**config.mk**
```make
export PLATFORM = sky130hd
export DESIGN_NAME = lib_cmps_from_pow2
export DESIGN_NICKNAME = d
export VERILOG_FILES = /design/src/rtl/lib_cmps_from_pow2.sv
export SDC_FILE = /design/constraint.sdc
export NUM_CORES = 1
export LEC_CHECK = 0
export ABC_CLOCK_PERIOD_IN_PS = 3120
export CAP_MARGIN = 20
export CORE_MARGIN = 3
export CORE_UTILIZATION = 40
export CTS_CLUSTER_DIAMETER = 50
export DETAILED_ROUTE_END_ITERATION = 8
export MAX_ROUTING_LAYER = met4
export PLACE_DENSITY = 0.72
export RECOVER_POWER = 25
export SLEW_MARGIN = 30
export SYNTH_ARGS = -nofsm -noshare
export SYNTH_HDL_FRONTEND = slang
export SYNTH_SLANG_ARGS = --single-unit
```
**constraint.sdc**
```tcl
create_clock -name clk -period 3.12 [get_ports clk]
set_input_delay 0.468 -clock clk [delete_from_list [all_inputs] [get_ports clk]]
set_output_delay 0.468 -clock clk [all_outputs]
set_load 0.01 [all_outputs]
```
**src/rtl/lib_cmps_from_pow2.sv**
```systemverilog
// lib_cmps_from_pow2
//   Serial recomposer. It takes a frame of one-hot beats, one beat per accepted
//   transfer, and ORs them back into a single WIDTH-bit vector. It also counts
//   the non-zero beats and flags frames that are malformed: a beat with several
//   bits set, a bit that was already present, or a bit that arrives out of order.
//
// Ports
//   clk, rst       : clock and asynchronous active-high reset
//   onehot_i       : incoming beat; a zero beat is a bypassed slot
//   vld_i, last_i  : beat valid and end of frame (last_i counts only with vld_i)
//   rdy_o          : the block can accept a beat
//   vect_o, cnt_o  : composed vector and number of non-zero beats
//   err_*_o        : sticky per-frame error flags
//   vld_o, rdy_i   : result valid/ready handshake towards the next stage
module lib_cmps_from_pow2 #(
  parameter int WIDTH     = 16,
  parameter int LSB_MSB   = 0,
  parameter int ORDER_CHK = 1
) (
  input  logic                           clk,
  input  logic                           rst,
  input  logic [WIDTH-1:0]               onehot_i,
  input  logic                           vld_i,
  input  logic                           last_i,
  output logic                           rdy_o,
  output logic [WIDTH-1:0]               vect_o,
  output logic [$clog2(WIDTH+1)-1:0]     cnt_o,
  output logic                           err_onehot_o,
  output logic                           err_dup_o,
  output logic                           err_order_o,
  output logic                           vld_o,
  input  logic                           rdy_i
);

  localparam int CW = $clog2(WIDTH+1);
  localparam int IW = (WIDTH > 1) ? $clog2(WIDTH) : 1;
  localparam logic [CW-1:0]    CNT_MAX = CW'(WIDTH);
  localparam logic [CW-1:0]    CNT_ONE = {{(CW-1){1'b0}}, 1'b1};
  localparam logic [WIDTH-1:0] VEC_ONE = {{(WIDTH-1){1'b0}}, 1'b1};

  typedef enum logic [1:0] {
    S_WAIT  = 2'd0,
    S_ACCUM = 2'd1,
    S_OUT   = 2'd2
  } state_t;

  // Index of the lowest set bit (0 when the vector is empty).
  function automatic logic [IW-1:0] lo_idx(input logic [WIDTH-1:0] v);
    logic [IW-1:0] r;
    r = {IW{1'b0}};
    for (int i = WIDTH-1; i >= 0; i--) begin
      if (v[i]) r = IW'(i);
      else      r = r;
    end
    return r;
  endfunction

  // Index of the highest set bit (0 when the vector is empty).
  function automatic logic [IW-1:0] hi_idx(input logic [WIDTH-1:0] v);
    logic [IW-1:0] r;
    r = {IW{1'b0}};
    for (int i = 0; i < WIDTH; i++) begin
      if (v[i]) r = IW'(i);
      else      r = r;
    end
    return r;
  endfunction

  state_t           state_q, state_d;
  logic             rdy_q, rdy_d;
  logic             vld_q, vld_d;
  // Frame accumulator, kept apart from the output registers so the result
  // stays visible after the handshake while the next frame builds up.
  logic [WIDTH-1:0] acc_q, acc_d;
  logic [CW-1:0]    acc_cnt_q, acc_cnt_d;
  logic             acc_eoh_q, acc_eoh_d;
  logic             acc_edup_q, acc_edup_d;
  logic             acc_eord_q, acc_eord_d;
  logic [WIDTH-1:0] vect_q, vect_d;
  logic [CW-1:0]    cnt_q, cnt_d;
  logic             eoh_q, eoh_d;
  logic             edup_q, edup_d;
  logic             eord_q, eord_d;

  logic             beat_take_s;
  logic             beat_nz_s;
  logic             beat_multi_s;
  logic             beat_dup_s;
  logic             beat_ord_bad_s;
  logic [WIDTH-1:0] m_acc_s;
  logic [CW-1:0]    m_cnt_s;

  // Merge of the current beat into the accumulator.
  always_comb begin
    beat_take_s  = vld_i & rdy_q & (state_q == S_ACCUM);
    beat_nz_s    = |onehot_i;
    // b & (b-1) clears the lowest set bit; anything left means >1 bit set.
    beat_multi_s = |(onehot_i & (onehot_i - VEC_ONE));
    beat_dup_s   = |(acc_q & onehot_i);
    beat_ord_bad_s = 1'b0;
    if ((ORDER_CHK != 0) && beat_nz_s && (|acc_q)) begin
      if (LSB_MSB == 0) beat_ord_bad_s = (lo_idx(onehot_i) <= hi_idx(acc_q));
      else              beat_ord_bad_s = (hi_idx(onehot_i) >= lo_idx(acc_q));
    end else begin
      beat_ord_bad_s = 1'b0;
    end
    m_acc_s = acc_q | onehot_i;
    if (beat_nz_s && (acc_cnt_q != CNT_MAX)) m_cnt_s = acc_cnt_q + CNT_ONE;
    else                                     m_cnt_s = acc_cnt_q;
  end

  // Next-state and next-output logic of the frame FSM.
  always_comb begin
    state_d    = state_q;
    rdy_d      = rdy_q;
    vld_d      = vld_q;
    acc_d      = acc_q;
    acc_cnt_d  = acc_cnt_q;
    acc_eoh_d  = acc_eoh_q;
    acc_edup_d = acc_edup_q;
    acc_eord_d = acc_eord_q;
    vect_d     = vect_q;
    cnt_d      = cnt_q;
    eoh_d      = eoh_q;
    edup_d     = edup_q;
    eord_d     = eord_q;
    case (state_q)
      S_WAIT: begin
        state_d = S_ACCUM;
        rdy_d   = 1'b1;
        vld_d   = 1'b0;
      end
      S_ACCUM: begin
        if (beat_take_s && last_i) begin
          vect_d     = m_acc_s;
          cnt_d      = m_cnt_s;
          eoh_d      = acc_eoh_q  | beat_multi_s;
          edup_d     = acc_edup_q | beat_dup_s;
          eord_d     = acc_eord_q | beat_ord_bad_s;
          acc_d      = {WIDTH{1'b0}};
          acc_cnt_d  = {CW{1'b0}};
          acc_eoh_d  = 1'b0;
          acc_edup_d = 1'b0;
          acc_eord_d = 1'b0;
          state_d    = S_OUT;
          rdy_d      = 1'b0;
          vld_d      = 1'b1;
        end else if (beat_take_s) begin
          acc_d      = m_acc_s;
          acc_cnt_d  = m_cnt_s;
          acc_eoh_d  = acc_eoh_q  | beat_multi_s;
          acc_edup_d = acc_edup_q | beat_dup_s;
          acc_eord_d = acc_eord_q | beat_ord_bad_s;
        end else begin
          state_d = S_ACCUM;
        end
      end
      S_OUT: begin
        if (rdy_i) begin
          state_d    = S_ACCUM;
          rdy_d      = 1'b1;
          vld_d      = 1'b0;
          acc_d      = {WIDTH{1'b0}};
          acc_cnt_d  = {CW{1'b0}};
          acc_eoh_d  = 1'b0;
          acc_edup_d = 1'b0;
          acc_eord_d = 1'b0;
        end else begin
          state_d = S_OUT;
        end
      end
      default: begin
        state_d = S_WAIT;
        rdy_d   = 1'b0;
        vld_d   = 1'b0;
      end
    endcase
  end

  // State, accumulator and output registers.
  always_ff @(posedge clk or posedge rst) begin
    if (rst) begin
      state_q    <= S_WAIT;
      rdy_q      <= 1'b0;
      vld_q      <= 1'b0;
      acc_q      <= {WIDTH{1'b0}};
      acc_cnt_q  <= {CW{1'b0}};
      acc_eoh_q  <= 1'b0;
      acc_edup_q <= 1'b0;
      acc_eord_q <= 1'b0;
      vect_q     <= {WIDTH{1'b0}};
      cnt_q      <= {CW{1'b0}};
      eoh_q      <= 1'b0;
      edup_q     <= 1'b0;
      eord_q     <= 1'b0;
    end else begin
      state_q    <= state_d;
      rdy_q      <= rdy_d;
      vld_q      <= vld_d;
      acc_q      <= acc_d;
      acc_cnt_q  <= acc_cnt_d;
      acc_eoh_q  <= acc_eoh_d;
      acc_edup_q <= acc_edup_d;
      acc_eord_q <= acc_eord_d;
      vect_q     <= vect_d;
      cnt_q      <= cnt_d;
      eoh_q      <= eoh_d;
      edup_q     <= edup_d;
      eord_q     <= eord_d;
    end
  end

  assign rdy_o        = rdy_q;
  assign vld_o        = vld_q;
  assign vect_o       = vect_q;
  assign cnt_o        = cnt_q;
  assign err_onehot_o = eoh_q;
  assign err_dup_o    = edup_q;
  assign err_order_o  = eord_q;

endmodule
```
==> summary.md, run 1 <==
| Metric | Value |
|---|---|
| Place WS | around 0.18 ns |
| Reg2Reg Capture Point | acc_eord_q |
| Slew @ Worst Pin | around 0.91 ns |
| Cells after Synth | approximately 340 |
| # H-tree levels | 2 |
| Number of synthesized flops with an enable pin | 0 |
| Warnings, synthesis | 0 |
| RR Startpoint | acc_q[7] |
| Static leakage | between 1.5 and 2 nW |
| Total die area | 8450 um^2 |
| Cell variety after synth | 53 |
| Number of routed nets with antenna violations | 0 |
| Placer Congestion | between 0.9 and 1 |
| Worst Path Max Fanout | 8 |
| Mean post-synth cell area | ~8.8 um^2 |
| Placed cell count | about 470 |
| Post-CTS Setup Bufs | 0 |
| Status | finished clean |
| Vias per cell | between 5 and 6 |
| Synth Register Bits | 52 |
| Slew margin rel. | between 30% and 40% |
| Initial antenna violation count | 0 |
| Setup violators final | 0 |
| Largest net degree at the start of global routing | 36 |
| Area Growth Syn to Fin | 24.2% |
| Placed Area | between 3000 and 4000 um^2 |
| Critical Path End Type | flop |
| Fin crit share | between 80% and 90% |
| Synth Net Count | 366 |
| CTS clk-pin slew, worst paths | about 0.1 ns |
| PnR worst setup slack | ~0.48 ns |
| Hold Fails Final Rpt | 0 |
| Max-cap violation count | 0 |
| Initial drt markers | 313 |
| Post-cts sizing count | 0 |
| Cell Pwr Density | roughly 890 nW/um^2 |
| Ys async rst share | 100% |
| First drt pass iteration count | 5 |
| Via count of the first global-routing pass | 2,501 |
| Worst Reg-to-Reg Cells | 11 |
| Clk sinks | 52 |
| Share of cells above drive strength 1 | 10.4% |
| Finished Layout Cells | 482 |
| Std-Cell Rows | 30 |
| Fmax | 0.378 GHz |
| Nets | between 400 and 500 |
| Post-DP HPWL | ~5.8 mm |
| CTS tree | done |
| First-pass GRT wire length | around 13 mm |
| Crit path DAT | between 2 and 3 ns |
| Routed WL per cell | around 16 um |
| Setup TNS | 0 ns |
| Crit path launch | onehot_i[13] |
| # DRC | 0 |
| R2R Setup Slk | 0.73 ns |
| Worst-Skew Late Latency | 0.31 ns |
| CP startpoint kind | input pin |
| Total GRT Usage | between 10% and 20% |
| Final min period | 2.64 ns |
| Total CTS buffers | 5 |
| Skew final | roughly 0.0065 ns |
| Post-Route WL | 7.87 mm |
| Crit path capture | acc_eord_q |
| IO Port Bufs | between 40 and 50 |
| Register area share after synthesis | around 44% |
| Clock buffer depth | 2 |
| Hold buffers post-CTS | 0 |
| Mapped cell area | just under 3000 um^2 |
| RSZ-0062 raised after global routing | false |
| Maximum vdd ir drop | about 0.00034 V |
| Kind of critical path | in -> reg |
| Core area | between 6000 and 7000 um^2 |
| Die Ht | about 90 um |
| Overflow after GRT | 0 |
| Cell area after layout | around 3700 um^2 |
| Boundary Pins | between 40 and 50 |
| CTS Root Cell | clkbuf_8 |
| DR vias | about 2,700 |
| Die Width | just over 90 um |
| Ys flop type | dfrtp_1 |
| Ant diodes | 0 |
| Final Max Tran Viols | 0 |
| CP required | 3.36 ns |
| Hold Path Class | reg -> reg |
| Initial core utilization | between 40% and 50% |
## critical path, cell delays in order
cell and delay (ns):
clkdlybuf4s50_1 0.63, nor3_1 0.12, o31ai_1 0.25, a21oi_1 0.11, o31a_2 0.29, ha_1 0.30
nor2b_1 0.13, o211ai_1 0.16, a21oi_1 0.09, nand4b_1 0.17, a21oi_1 0.16
## placed cells by master (no fill, tap or decap), types with 5 or more instances in the layout
cell type         n
nor2b_1           6
nor2_1           38
o21ai_0          28
ha_1             10
clkbuf_8          5
inv_1            16
nand2_1          45
a21oi_1          33
buf_4            18
dfrtp_1          52
a22oi_1           7
nor3_1            6
clkdlybuf4s50_1  45
a31oi_1           6
## state kept, by name, indices dropped and copies added (netlist names), 2 cells and up
signal / flops
vect_o: 16
state_q: 2
acc_cnt_q: 5
cnt_o: 5
acc_q: 16
## metrics by stage
step	hold WS [ns]	total power, mW	utilization [%]
2_1_floorplan	0.481	2.17	-
3_3_place_gp	0.450	2.80	51.2
3_5_place_dp	0.455	2.84	51.2
4_1_cts	0.459	3.26	52.5
5_1_grt	0.512	3.53	52.5
6_report	0.472	3.25	52.5
## worst min path at each step
stage	depth (start not counted)	from	to	slack, ns
after global placement	2	vect_o[7]	vect_o[7]	0.45
after global routing	2	vect_o[13]	vect_o[13]	0.51
after floorplan	2	acc_eord_q	acc_eord_q	0.48
after CTS	2	rst	rdy_o	0.46
final	2	vect_o[4]	vect_o[4]	0.47
after detailed placement	2	vect_o[4]	vect_o[4]	0.46
## cell families (layout without fill, tap and decap cells)
logic type | Yosys count | count (layout) | synth area share (%)
AO/OA/AOI/OAI | 106 | 106 | 22.9
XOR/XNOR | 4 | 4 | 1.19
adder cells (fa/ha/maj) | 10 | 10 | 4.24
buffers and inverters | 38 | 89 | 5.68
flip-flops | 52 | 52 | 44.1
AND/OR/NAND/NOR | 125 | 125 | 21.9
## where the power goes
part / internal, mW / total (mW) / switching (mW)
Combinational: 0.733 / 1.56 / 0.826
Clock: 0.165 / 0.411 / 0.246
Sequential: 0.984 / 1.28 / 0.292
## layer usage
metal / wire, um / vias up / track usage, %
met2: 3510 / 118 / 29.0
met5: 0 / - / -
met4: 117 / 0 / 4.95
met1: 3790 / 1303 / 28.0
li1: - / 1292 / -
met3: 452 / 18 / 2.30
## layout make-up
class	instances	area (um^2)
Clock buffer	5	68.8
Clock inverter	3	27.5
Fill cell	672	3320
Inverter	16	60.1
Multi-Input combinational cell	245	1490
Sequential cell	52	1300
Tap cell	96	120
Timing Repair Buffer	65	601
## synth_stat cells (2+ instances only)
cell,number,area (um^2)
or2_2,2,12.5
a31oi_1,6,37.5
a2111oi_1,2,20.0
dfrtp_1,52,1300
clkbuf_1,14,52.6
nor3_1,6,30.0
o41ai_1,3,26.3
o31ai_1,3,22.5
nand3b_1,2,15.0
nor4_1,2,12.5
o211ai_1,2,15.0
and3_1,2,12.5
nand2_1,45,169
o21ai_0,28,140
nor2b_1,6,37.5
nor2_1,38,143
and2_1,2,12.5
a22oi_1,7,52.6
xnor2_1,3,26.3
a211oi_1,4,30.0
a22o_1,2,17.5
buf_2,5,25.0
nor4_4,3,63.8
ha_1,10,125
o21bai_1,2,15.0
inv_1,16,60.1
a21oi_1,33,165
nand2b_1,3,18.8
and4_1,2,17.5
nand4_1,3,18.8
a222oi_1,2,20.0
a2111oi_0,3,26.3
nand3_1,2,10.0
Power figures use the tool's default switching activity.
==> run 2: changes to the inputs <==
--- a/config.mk
+++ b/config.mk
@@ -5,7 +5,7 @@
 export SDC_FILE = /design/constraint.sdc
 export NUM_CORES = 1
 export LEC_CHECK = 0
-export ABC_CLOCK_PERIOD_IN_PS = 3120
+export ABC_CLOCK_PERIOD_IN_PS = 2650
 export CAP_MARGIN = 20
 export CORE_MARGIN = 3
 export CORE_UTILIZATION = 40
==> constraint.sdc (replaced) <==
create_clock -name clk -period 2.65 [get_ports clk]
set_input_delay 0.3975 -clock clk [delete_from_list [all_inputs] [get_ports clk]]
set_output_delay 0.3975 -clock clk [all_outputs]
set_load 0.01 [all_outputs]
==> summary.md, run 2 (synthesis results as in run 1) <==
| Metric | Value |
|---|---|
| Uppermost routed layer | met4 |
| Fin crit share | 95.1% |
| Worst path most repeated cell | a21oi_1 |
| Routed WL per cell | between 15 and 20 um |
| Largest net degree at the start of global routing | 35 |
| Met3 routed WL | between 300 and 400 um |
| Total GRT Usage | 19.5% |
| Post-Route WL | 7.81 mm |
| Overflow after GRT | 0 |
| Hold Path Class | reg -> reg |
| Slew margin rel. | a little over two fifths |
| Static leakage | 1.66 nW |
| Setup TNS | 0 ns |
| Worst Path Max Fanout | 2 |
| Crit path capture | err_order_o |
| Hold Fails Final Rpt | 0 |
| DR vias | 2,692 |
| Most common cell after layout, fill and taps aside | dfrtp_1 |
| Max-cap violation count | 0 |
| Initial drt markers | around 200 |
| First-pass GRT wire length | around 13 mm |
| Area Growth Syn to Fin | 27.5% |
| NetSw | 1.57 mW |
| CTS tree | done |
| # H-tree levels | 2 |
| Wire length on met2 | approximately 3.5 mm |
| Multi-input gate area | around 1500 um^2 |
| Setup violators final | 0 |
| Nets | 427 |
| Post-CTS Setup Bufs | 0 |
| Placed cell count | about 490 |
| Cell area after layout | roughly 3800 um^2 |
| Finished Layout Cells | about 490 |
| Final Max Tran Viols | 0 |
| Reg power frac | 38.7% |
| Initial antenna violation count | 0 |
| FF+latch area | roughly 1300 um^2 |
| Post-cts sizing count | 0 |
| Fmax | 0.397 GHz |
| Skew final | between 0.003 and 0.004 ns |
| Slowest stage delay, CP | 0.42 ns |
| Placer Congestion | approximately 1 |
| Status | finished clean |
| Boundary Pins | 47 |
| RR Startpoint | acc_q[3] |
| Via count of the first global-routing pass | ~2,500 |
| RSZ-0062 raised after global routing | false |
| Core Util, Final | 53.9% |
| Kind of critical path | in -> reg |
| Most frequent cells in the layout | dfrtp_1 (52), nand2_1 (45), clkdlybuf4s50_1 (45), nor2_1 (38), a21oi_1 (33) |
| Worst Reg-to-Reg Cells | 11 |
| Hold buffers post-CTS | 0 |
| Critical Path End Type | flop |
| CP required | 2.87 ns |
| CTS clk-pin slew, worst paths | about 0.09 ns |
| IO Port Bufs | 46 |
| Die Width | around 90 um |
| Part of the power in combinational logic | between 40% and 50% |
| Number of routed nets with antenna violations | 0 |
| Std-Cell Rows | 30 |
| Share of cells above drive strength 1 | 12.6% |
| Die Ht | roughly 92 um |
| Worst-Skew Late Latency | around 0.30 ns |
| Maximum vdd ir drop | 0.000379 V |
| R2R Setup Slk | 0.31 ns |
| Internal power consumption | ~2.3 mW |
| Placed Area | 3670 um^2 |
| Net Sw Frac | around two fifths |
| Initial core utilization | 42.3% |
| # DRC | 0 |
| Crit path cell chain | clkdlybuf4s50_1 > nor2_1 > nor3_1 > o31ai_1 > a21oi_1 > o31a_2 > ha_1 > nor2b_1 > o211ai_1 > a21oi_1 > nand3b_1 > a31oi_1 |
| Total die area | between 8000 and 9000 um^2 |
| Clk sinks | between 50 and 60 |
| CP startpoint kind | input pin |
| Total CTS buffers | 5 |
| Reg2Reg Capture Point | err_order_o |
| CP max stage cell | clkdlybuf4s50_1 |
| Post-DP HPWL | around 6 mm |
| DRT met1 WL | roughly 3.8 mm |
| Vias per cell | between 5 and 6 |
| Part of the power in the clock network | between 10 and 15% |
| Hold path cells | 2 |
| Ant diodes | 0 |
| Clock buffer depth | 2 |
| Cell Pwr Density | between 1000 and 1500 nW/um^2 |
| CTS Root Cell | clkbuf_8 |
| Slew @ Worst Pin | about 0.85 ns |
| Core area | 6980 um^2 |
| First drt pass iteration count | 5 |
| Crit path DAT | approximately 2.7 ns |
| Crit path launch | onehot_i[14] |
| Fillers | 675 |
| Final min period | 2.52 ns |
-- run 2: cell types whose count changed in the layout (fill, tap and decap cells not counted), sizes merged --
cell      previous run  this run
clkbuf               6         7
buf                 18        29
bufinv               0         1
clkinv               1         0
clkinvlp             1         0
-- run 2: critical path, delay by kind of cell --
kind                       cells  cell delay [ns]
and+or+nand+nor                4             0.52
adders and majority gates      1             0.30
AOI/OAI and AO/OA              6             1.11
buffers and inverters          1             0.42
-- run 2: layout make-up --
| cell class | count | area share (%) |
|---|---|---|
| flip-flops and latches | 52 | 34.6 |
| repair buffers | 76 | 18.2 |
| clock inverters | 2 | 1.03 |
| multi-input cells | 245 | 39.5 |
| clock buffers | 6 | 1.93 |
| inverters | 16 | 1.60 |
| well taps | 96 | 3.19 |
-- run 2: worst min path at each step --
| stage | from | to | slack, ns |
|---|---|---|---|
| 6_report | vect_o[10] | vect_o[10] | 0.47 |
| 5_1_grt | vect_o[1] | vect_o[1] | 0.50 |
| 4_1_cts | rst | cnt_o[0] | 0.41 |
| 3_5_place_dp | vect_o[10] | vect_o[10] | 0.45 |
| 3_3_place_gp | vect_o[10] | vect_o[10] | 0.45 |
| 2_1_floorplan | acc_eord_q | acc_eord_q | 0.48 |
-- run 2: through the flow --
| stage | worst slack [ns] | total power [mW] | hold WS, ns |
|---|---|---|---|
| after floorplan | 0.387 | 2.55 | 0.481 |
| after global placement | -0.0199 | 3.28 | 0.450 |
| after detailed placement | -0.133 | 3.35 | 0.454 |
| after CTS | 0.150 | 3.91 | 0.412 |
| after global routing | 0.00254 | 4.20 | 0.498 |
| final | 0.129 | 3.89 | 0.472 |
-- run 2: routing by layer --
metal	vias to the layer above	global-route usage (%)
li1	1314	-
met1	1286	27.8
met2	87	29.7
met3	5	2.46
met4	0	4.58
met5	-	-
-- run 2: power groups by stage --
stage | registers, mW | clock network, mW | logic [mW]
floorplan | 1.51 | 0 | 1.04
global placement | 1.49 | 0 | 1.79
detailed placement | 1.51 | 0 | 1.84
CTS | 1.50 | 0.563 | 1.85
global route | 1.56 | 0.593 | 2.04
finish | 1.50 | 0.551 | 1.83
